File: src/rtl/ef_i2s_pkg.sv
// Shared types and constants for the I2S receive sequencer.
package ef_i2s_pkg;

    localparam int FRAME_BITS = 64;
    localparam int SLOT_BITS  = 32;

    typedef enum logic [1:0] {
        ST_IDLE = 2'd0,
        ST_RUN  = 2'd1,
        ST_STOP = 2'd2
    } i2s_state_e;

    // Configuration captured at run start and at every frame boundary.
    typedef struct packed {
        logic [7:0] prescale;
        logic [5:0] size;
        logic [1:0] channels;
        logic       sign_ext;
    } i2s_cfg_t;

    // Sample sizes of 0 or above one slot behave as a full 32-bit slot.
    function automatic logic [5:0] eff_size(input logic [5:0] s);
        return ((s == 6'd0) || (s > 6'd32)) ? 6'd32 : s;
    endfunction

endpackage

File: src/rtl/ef_i2s_sck_gen.sv
// Bit-clock generator: divides clk_i by 2*(prescale+1) while active and
// flags the clk_i cycle that precedes each sck rising / falling edge.
module ef_i2s_sck_gen (
    input  logic       clk_i,
    input  logic       rst_i,
    input  logic       active_i,
    input  logic [7:0] prescale_i,
    output logic       sck_o,
    output logic       rise_o,
    output logic       fall_o
);

    logic [7:0] div_q, div_d;
    logic       sck_q, sck_d;
    logic       tick;

    // The edge strobes are high in the cycle whose closing clk_i edge moves sck.
    assign tick   = active_i && (div_q >= prescale_i);
    assign rise_o = tick && !sck_q;
    assign fall_o = tick && sck_q;
    assign sck_o  = sck_q;

    // Next divider count and bit-clock level; inactive parks sck low.
    always_comb begin
        div_d = div_q;
        sck_d = sck_q;
        if (!active_i) begin
            div_d = 8'd0;
            sck_d = 1'b0;
        end else if (tick) begin
            div_d = 8'd0;
            sck_d = ~sck_q;
        end else begin
            div_d = div_q + 8'd1;
        end
    end

    // Divider and bit-clock registers.
    always_ff @(posedge clk_i) begin
        if (rst_i) begin
            div_q <= 8'd0;
            sck_q <= 1'b0;
        end else begin
            div_q <= div_d;
            sck_q <= sck_d;
        end
    end

endmodule

File: src/rtl/ef_i2s_rx_seq.sv
// I2S receive sequencer: generates sck/ws, deserialises sdi into
// right-aligned words and hands them out through a one-entry register.
//
// Output handshake: a word is transferred on a clk_i edge where
// valid_o & ready_i; while valid_o is high and ready_i low, sample_o,
// chan_o and valid_o hold. A new word arriving while the register is held
// is dropped and flagged by a single-cycle ovf_o.
module ef_i2s_rx_seq #(
    parameter int DW = 32
) (
    input  logic          clk_i,
    input  logic          rst_i,
    input  logic          en_i,
    input  logic [7:0]    prescale_i,
    input  logic [5:0]    sample_size_i,
    input  logic [1:0]    channels_i,
    input  logic          sign_ext_i,
    output logic          sck_o,
    output logic          ws_o,
    input  logic          sdi_i,
    output logic [DW-1:0] sample_o,
    output logic          chan_o,
    output logic          valid_o,
    input  logic          ready_i,
    output logic          ovf_o,
    output logic          busy_o
);

    import ef_i2s_pkg::*;

    i2s_state_e    state_q, state_d;
    i2s_cfg_t      cfg_q, cfg_d;
    logic [5:0]    bit_cnt_q, bit_cnt_d;
    logic [31:0]   sh_q, sh_d;
    logic          done_q, done_d, done_ch_q, done_ch_d;
    logic [DW-1:0] sample_q, sample_d, word;
    logic          chan_q, chan_d, valid_q, valid_d, ovf_q, ovf_d;
    logic          busy, load_cfg, frame_end, sck_rise, sck_fall, push, sbit;
    logic [5:0]    slot;

    ef_i2s_sck_gen u_sck_gen (
        .clk_i      (clk_i),
        .rst_i      (rst_i),
        .active_i   (busy),
        .prescale_i (cfg_q.prescale),
        .sck_o      (sck_o),
        .rise_o     (sck_rise),
        .fall_o     (sck_fall)
    );

    assign slot      = {1'b0, bit_cnt_q[4:0]};
    assign frame_end = sck_fall && (bit_cnt_q == 6'(FRAME_BITS - 1));
    assign push      = done_q && cfg_q.channels[done_ch_q];

    // FSM state register.
    always_ff @(posedge clk_i) begin
        if (rst_i) state_q <= ST_IDLE;
        else       state_q <= state_d;
    end

    // FSM next state: a stopped sequencer finishes its frame unless re-enabled.
    always_comb begin
        state_d = state_q;
        case (state_q)
            ST_IDLE: if (en_i) state_d = ST_RUN;
            ST_RUN:  if (!en_i) state_d = ST_STOP;
            ST_STOP: begin
                if (frame_end) state_d = ST_IDLE;
                else if (en_i) state_d = ST_RUN;
            end
            default: state_d = ST_IDLE;
        endcase
    end

    // FSM outputs: activity flag and configuration capture points.
    always_comb begin
        busy     = (state_q != ST_IDLE);
        load_cfg = ((state_q == ST_IDLE) && en_i) || frame_end;
    end

    // Completed word: low 'size' bits of the shifter, upper bits extended.
    always_comb begin
        word = '0;
        sbit = cfg_q.sign_ext && sh_q[5'(cfg_q.size - 6'd1)];
        for (int i = 0; i < DW; i++) begin
            if (i < int'(cfg_q.size)) word[i] = sh_q[5'(i % SLOT_BITS)];
            else                      word[i] = sbit;
        end
    end

    // Datapath next state: config, bit counter, shifter and output register.
    always_comb begin
        cfg_d = cfg_q;
        if (load_cfg) cfg_d = {prescale_i, eff_size(sample_size_i), channels_i, sign_ext_i};

        bit_cnt_d = bit_cnt_q;
        if (!busy)         bit_cnt_d = 6'd0;
        else if (sck_fall) bit_cnt_d = bit_cnt_q + 6'd1;

        sh_d      = sh_q;
        done_d    = 1'b0;
        done_ch_d = done_ch_q;
        if (sck_rise && (slot < cfg_q.size)) begin
            sh_d = {sh_q[30:0], sdi_i};
            if (slot == (cfg_q.size - 6'd1)) begin
                done_d    = 1'b1;
                done_ch_d = bit_cnt_q[5];
            end
        end

        sample_d = sample_q;
        chan_d   = chan_q;
        valid_d  = valid_q;
        ovf_d    = 1'b0;
        if (push) begin
            if (valid_q && !ready_i) begin
                ovf_d = 1'b1;
            end else begin
                sample_d = word;
                chan_d   = done_ch_q;
                valid_d  = 1'b1;
            end
        end else if (valid_q && ready_i) begin
            valid_d = 1'b0;
        end
    end

    // Datapath registers; reset drops partial and pending words.
    always_ff @(posedge clk_i) begin
        if (rst_i) begin
            cfg_q     <= '0;
            bit_cnt_q <= 6'd0;
            sh_q      <= 32'd0;
            done_q    <= 1'b0;
            done_ch_q <= 1'b0;
            sample_q  <= '0;
            chan_q    <= 1'b0;
            valid_q   <= 1'b0;
            ovf_q     <= 1'b0;
        end else begin
            cfg_q     <= cfg_d;
            bit_cnt_q <= bit_cnt_d;
            sh_q      <= sh_d;
            done_q    <= done_d;
            done_ch_q <= done_ch_d;
            sample_q  <= sample_d;
            chan_q    <= chan_d;
            valid_q   <= valid_d;
            ovf_q     <= ovf_d;
        end
    end

    assign ws_o     = (bit_cnt_q >= 6'(SLOT_BITS - 1)) && (bit_cnt_q <= 6'(FRAME_BITS - 2));
    assign sample_o = sample_q;
    assign chan_o   = chan_q;
    assign valid_o  = valid_q;
    assign ovf_o    = ovf_q;
    assign busy_o   = busy;

endmodule
File: config.mk
export PLATFORM = sky130hd
export DESIGN_NAME = ef_i2s_rx_seq
export DESIGN_NICKNAME = d
export VERILOG_FILES = /design/src/rtl/ef_i2s_pkg.sv /design/src/rtl/ef_i2s_sck_gen.sv /design/src/rtl/ef_i2s_rx_seq.sv
export SDC_FILE = /design/constraint.sdc
export NUM_CORES = 1
export LEC_CHECK = 0
export BUFFER_PORTS_ARGS = -buffer_cell sky130_fd_sc_hd__buf_2
export CORE_UTILIZATION = 52
export DETAILED_ROUTE_END_ITERATION = 10
export PLACE_DENSITY = 0.76
export SYNTH_ARGS = -nofsm -noshare
export SYNTH_HDL_FRONTEND = slang
export SYNTH_SLANG_ARGS = --single-unit
File: constraint.sdc
create_clock -name clk_i -period 2.5 [get_ports clk_i]
set_clock_uncertainty 0.2 [all_clocks]
set_input_delay 0.25 -clock clk_i [delete_from_list [all_inputs] [get_ports clk_i]]
set_output_delay 0.25 -clock clk_i [all_outputs]
set_load 0.1 [all_outputs]
Word-level counts from Yosys, hierarchy flattened
Index checks and enable logic that the tools add are counted.
Widths: inputs -> output; s select.
- output and inout port bits: 38
- register bits after elaboration: 103
- magnitude comparators: 39
- bitwise logic cells: 5
- $add $sub $neg: 3
- equality and inequality tests: 6
- reductions and logical operators: 26
- mux-type cells: 46
- operators by type and width (cell ; count):
    $lt 5x6->1 const A ; 16
    $lt 4x6->1 const A ; 8
    $mux 1 ; 40
    $lt 3x6->1 const A ; 4
    $lt 1x6->1 const A ; 2
    $lt 2x6->1 const A ; 2
    $logic_and 1x1->1 ; 11
    $add 8x1->8 const B ; 1
    $ge 8x8->1 ; 1
    $add 6x1->6 const B ; 1
    $eq 5x6->1 ; 1
    $eq 6x6->1 const B ; 1
    $ge 6x5->1 const B ; 1
    $gt 6x6->1 const B ; 1
    $le 6x6->1 const B ; 1
    $logic_not 6->1 ; 1
    $lt 5x6->1 ; 1
    $lt 5x6->1 const B ; 1
    $mux 2 ; 3
    $mux 6 ; 1
    $pmux 2 s3 ; 1
    $reduce_and 2->1 ; 3
    $reduce_or 2->1 ; 3
    $sub 6x1->6 const B ; 1
    other kinds (11) ; 19

Depth between registers and ports, before layout
- word-level depth: 6
- gate-level depth with buffers: 11
- mapped depth without buffers: 8

Modules after synthesis
Synthesis repeated with hierarchy kept, for this count alone.
- cell total of the unflattened synthesis: 533
- area total of the unflattened synthesis: 4526.8 um^2
- modules (own cells, without submodules) (module ; sequential area each (um^2) ; cells an instance ; instances ; area an instance (um^2)):
    ef_i2s_rx_seq ; 1581.5 ; 459 ; 1 ; 3880.0
    ef_i2s_sck_gen ; 180.2 ; 74 ; 1 ; 646.9

Least setup slack after synthesis
OpenSTA, ideal clock, no wires.
- kind: register -> output
- start: register bit_cnt_q[3]
- end: output port ws_o
- data required time: 2.050 ns
- cell stages (with the launch flop): 6
- path slack: -0.490 ns
- arrival time: 2.540 ns
- path through: dfxtp_1 clkbuf_1 and3_1 clkbuf_1 a21oi_1 a41oi_1
- longest elaborated chain between the ends: 2
- elaborated cells on any way between the ends: 3
- those cells by class: order compare: 2; reduce/logical: 1
- RTL lines (what ; line ; RTL):
    from (decl) ; ef_i2s_rx_seq.sv:33 ; logic [5:0] bit_cnt_q, bit_cnt_d;
    from (signal assigned) ; ef_i2s_rx_seq.sv:142 ; bit_cnt_q <= bit_cnt_d;
    $ge 6x5->1 / $le 6x6->1 (equally long branches) ; ef_i2s_rx_seq.sv:153 ; assign ws_o = (bit_cnt_q >= 6'(SLOT_BITS - 1)) && (bit_cnt_q <= 6'(FRAME_BITS - 2));
    $logic_and 1x1->1 * ; ef_i2s_rx_seq.sv:153 ;
    to (decl) ; ef_i2s_rx_seq.sv:19 ; output logic ws_o,
Every way passes the cells marked *; elsewhere a longest branch is shown, timed or not.

Worst setup path in the final report
- start: register cfg_q[10] in the netlist's numbering
- end: register cfg_q[15] in the netlist's numbering
- longest elaborated chain between the ends: 5
- RTL lines (what ; line ; RTL):
    from (decl) ; ef_i2s_rx_seq.sv:32 ; i2s_cfg_t cfg_q, cfg_d;
    from (signal assigned) ; ef_i2s_rx_seq.sv:141 ; cfg_q <= cfg_d;
    $ge 8x8->1 ; ef_i2s_sck_gen.sv:18 ; assign tick = active_i && (div_q >= prescale_i);
    $logic_and 1x1->1 ; ef_i2s_sck_gen.sv:18 ;
    $logic_and 1x1->1 ; ef_i2s_sck_gen.sv:20 ; assign fall_o = tick && sck_q;
    $logic_and 1x1->1 ; ef_i2s_rx_seq.sv:52 ; assign frame_end = sck_fall && (bit_cnt_q == 6'(FRAME_BITS - 1));
    $logic_or 1x1->1 ; ef_i2s_rx_seq.sv:78 ; load_cfg = ((state_q == ST_IDLE) && en_i) || frame_end;
No other way between the ends.
A chain may end at the register's enable or synchronous reset.

==> metrics.csv <==
stage,metric,value,unit
cts,clock_path_buffers,2,
critical_path,r2r_end,cfg_q[15]$_SDFFE_PP0P_,
hold_path,hold_class,input port to register,
synthesis,synthArstFlopShare,0,%
timing,postLayoutSetupSlackWorst,-0.06125,ns
synthesis,synth_top_family_by_area,simple AND/OR/NAND/NOR gates,
critical_path,cp.arrival,2.65,ns
timing,finalCritPeriodShare,102.5,%
grt,grt_overflow,0,
synthesis,syn-instance-count,551,
floorplanning,num_rows,34,
route,wl,12550,µm
synthesis,synth_edf_count,0,
grt,first_global_vias,4152,
route,dr.pass1.iters,5,
synthesis,synth_ff_type,dfxtp_1,
critical_path,cp.required,2.59,ns
grt,antenna_found_initial,0,
job,drv_cap,0,
critical_path,critPathKind,register to register,
synthesis,ys_ff_latch,88,
timing,timing.setup.tns,-0.5325,ns
layout,drive_above_1_share,24.27,%
placement,dp_slack,0.001307,ns
route,drt-initial-drc-count,307,
synthesis,synth.area.mux_share,8.759,%
critical_path,rr_startpoint,cfg_q[10]$_SDFFE_PP0P_,
synthesis,yosys.area_share.simple,20.02,%
critical_path,crit_end,cfg_q[15]$_SDFFE_PP0P_,
critical_path,path_max_fanout,5,
synthesis,synth_xor_area_share,3.514,%
floorplanning,dieHeight,97.07,µm
floorplanning,pin_count,60,
layout,fin_nets,655,
timing,tightest_slew,0.5876,ns
synthesis,seq_area_frac_synth,37.49,%
synthesis,synthDistinctLibCells,54,
cts,cts_tree,done,
synthesis,ys_warn_count,0,
route,via_count,4423,
placement,portBuffers,59,
floorplanning,coreArea,8721,µm²
synthesis,synth_top_cell_by_area,dfxtp_1,
placement,place_congestion,0.8467,
critical_path,reg2regPathDepth,9,
route,viasPerCell,6.092,
power,total_leakage_power,0.002298,µW
grt,gr-usage-all-layers,25.64,%
floorplanning,initial_utilization,53.89,%
cts,h-tree-depth,3,
timing,grt_setup_unrepaired,true,
synthesis,syn_area,4700,µm²
critical_path,start_kind,register,
cts,cts.sinks,88,
run_status,status,finished with violations,
route,wire_per_inst,17.29,µm
synthesis,synth_top_area_share,37.49,%
floorplanning,die-area,9422,µm²
grt,grt_pass1_wl,19670,µm
run_status,violations,negative setup slack,
route,ant_nets,0,
synthesis,syn_area_per_cell,8.529,µm²
grt,grt_max_degree,68,
layout,fillCellCount,665,
placement,hpwlAfterDp,7675,µm
power,ir_worst_vdd,247.3,µV
cts,numCtsBuffers,9,
timing,finalHoldViolCount,0,
synthesis,synth_nets,592,
cts,clk_latency,0.38,ns
timing,finalMaxSlewViolations,0,
synthesis,synth_fa_ha_area_share,5.059,%
layout,multi_input_area,2679,µm²
timing,slew_headroom,60.83,%
cts,root_buffer,clkbuf_8,
synthesis,synth_compound_area_share,17.12,%
layout,final_core_util,65.68,%
power,pwr_density_cell,518.0,nW/µm²
synthesis,synthTopCellsByArea,"dfxtp_1 (37%), nand3_1 (5.5%), ha_1 (5.1%), a21oi_1 (4.8%), mux2i_1 (4.7%)",
floorplanning,dieWidth,97.07,µm
route,drcViolationCount,0,
critical_path,reg2reg_slack,-0.06,ns
critical_path,startpoint,cfg_q[10]$_SDFFE_PP0P_,
timing,finalSetupViolations,16,
layout,area_growth,21.88,%
timing,fmax,390.4,MHz
layout,seq_area,1772,µm²
critical_path,crit_path_end_kind,register,
layout,n_antenna_cell,0,
cts,path_clk_slew,0.09,ns
timing,min_period,2.561,ns
[worst max-delay path, stage by stage, from the launching register on]
cell and delay, ns:
dfxtp_2 0.36, inv_1 0.05, ha_1 0.27, a2111o_1 0.44, a311oi_2 0.28, nor4_2 0.12, a32oi_2 0.24, buf_6 0.16
buf_12 0.13, mux2i_2 0.22
[power by group]
group / switching (µW) / internal, µW
logic: 304 / 212
clock network: 542 / 462
registers: 24.7 / 1420
total: 871 / 2100
[what timing repair did]
item / in CTS / in global routing
setup endpoints to repair: 15 / 52
pin swaps: 0 / 4
hold buffers: 21 / 0
buffers inserted: 0 / 4
gates resized for setup: 5 / 22
gates cloned: 0 / 3
endpoints found under the hold margin: 22 / 0
[cells in the final DEF (no fill, tap or decap), drive strengths merged, types with 2 or more instances in the layout]
cell type,n
or4,4
o21ai,44
inv,20
a31oi,14
o22ai,2
nor4,2
nor2,29
xnor2,9
nand2,51
or2,3
and3,6
clkinvlp,2
xor2,9
o41ai,7
nand3b,6
mux2i,22
a311oi,2
nor3,6
mux4,8
ha,19
or3,2
nand3,52
nor4b,4
o31ai,6
dlygate4sd3,21
a21oi,45
nand2b,3
a211oi,3
dfxtp,88
buf,86
clkbuf,13
a21o,4
nand4,3
and4,9
[flip-flops by register name, indices dropped and copies added (netlist names)]
register	count
u_sck_gen.sck_o	1
done_q	1
cfg_q	17
chan_o	1
u_sck_gen.div_q	8
sh_q	32
bit_cnt_q	6
valid_o	1
state_q	2
ovf_o	1
done_ch_q	1
sample_o	17
[how the worst min path moves through the flow]
stage / endpoint / startpoint / depth (start not counted) / slack [ns]
2_1_floorplan: state_q[1]$_SDFFE_PP0P_ / en_i / 1 / 0.12
3_3_place_gp: cfg_q[15]$_SDFFE_PP0P_ / cfg_q[15]$_SDFFE_PP0P_ / 2 / 0.24
3_5_place_dp: sample_o[12]$_SDFFE_PP0P_ / sample_o[12]$_SDFFE_PP0P_ / 2 / 0.25
4_1_cts: cfg_q[5]$_SDFFE_PP0P_ / sample_size_i[5] / 3 / 0.0002
5_1_grt: cfg_q[3]$_SDFFE_PP0P_ / sample_size_i[5] / 3 / 0.06
6_report: cfg_q[3]$_SDFFE_PP0P_ / sample_size_i[5] / 3 / 0.04
[routing by layer]
layer  vias to the layer above  global-route usage, %  wire [µm]
li1                       2102                      -          -
met4                         0                  13.09        433
met1                      2086                  31.79       5253
met5                         -                      0          0
met2                       190                  42.52       6098
met3                        45                  4.820        767
[final cells by class]
class	count	share of cell area (%)
clock inverters	6	1.180
multi-input cells	386	46.77
flip-flops and latches	88	30.93
clock buffers	9	2.163
well taps	108	2.359
inverters	18	1.311
repair buffers	111	15.29
[per-stage QoR]
step	hold slack, ns	area (µm²)	cells	power, µW
after floorplan	0.1228	4758	551	1759
after global placement	0.2447	5136	683	1883
after detailed placement	0.2534	5136	683	1894
after CTS	0.0002317	5564	719	2902
after global routing	0.06215	5728	726	3069
final	0.04190	5728	726	2967
[synth_stat cells (2+ instances only)]
cell type / number
o31ai_1: 6
nor4b_1: 3
nand2b_1: 3
o21ai_0: 43
and3_1: 6
o22ai_1: 2
ha_1: 19
nand3_1: 52
or4_1: 4
a21o_1: 4
clkbuf_2: 2
nand3b_1: 6
xor2_1: 8
clkbuf_1: 34
buf_2: 5
o41ai_1: 7
a31oi_1: 14
nor3_2: 2
nand2_1: 51
nand4_1: 3
a211oi_1: 3
mux2i_1: 22
or2_2: 3
xnor2_1: 9
nor2_1: 29
and4_1: 9
or3_1: 2
mux4_2: 8
buf_4: 17
inv_1: 17
a21oi_1: 45
dfxtp_1: 88
nor3_1: 4
[kinds of logic after synthesis]
kind of cell	after synthesis
AOI/OAI and AO/OA	135
xor gates and xnor gates	18
adders and majority gates	19
buffers and inverters	77
DFF	88
muxes	31
and+or+nand+nor	183
No activity file was read; power rests on OpenSTA's default activity.
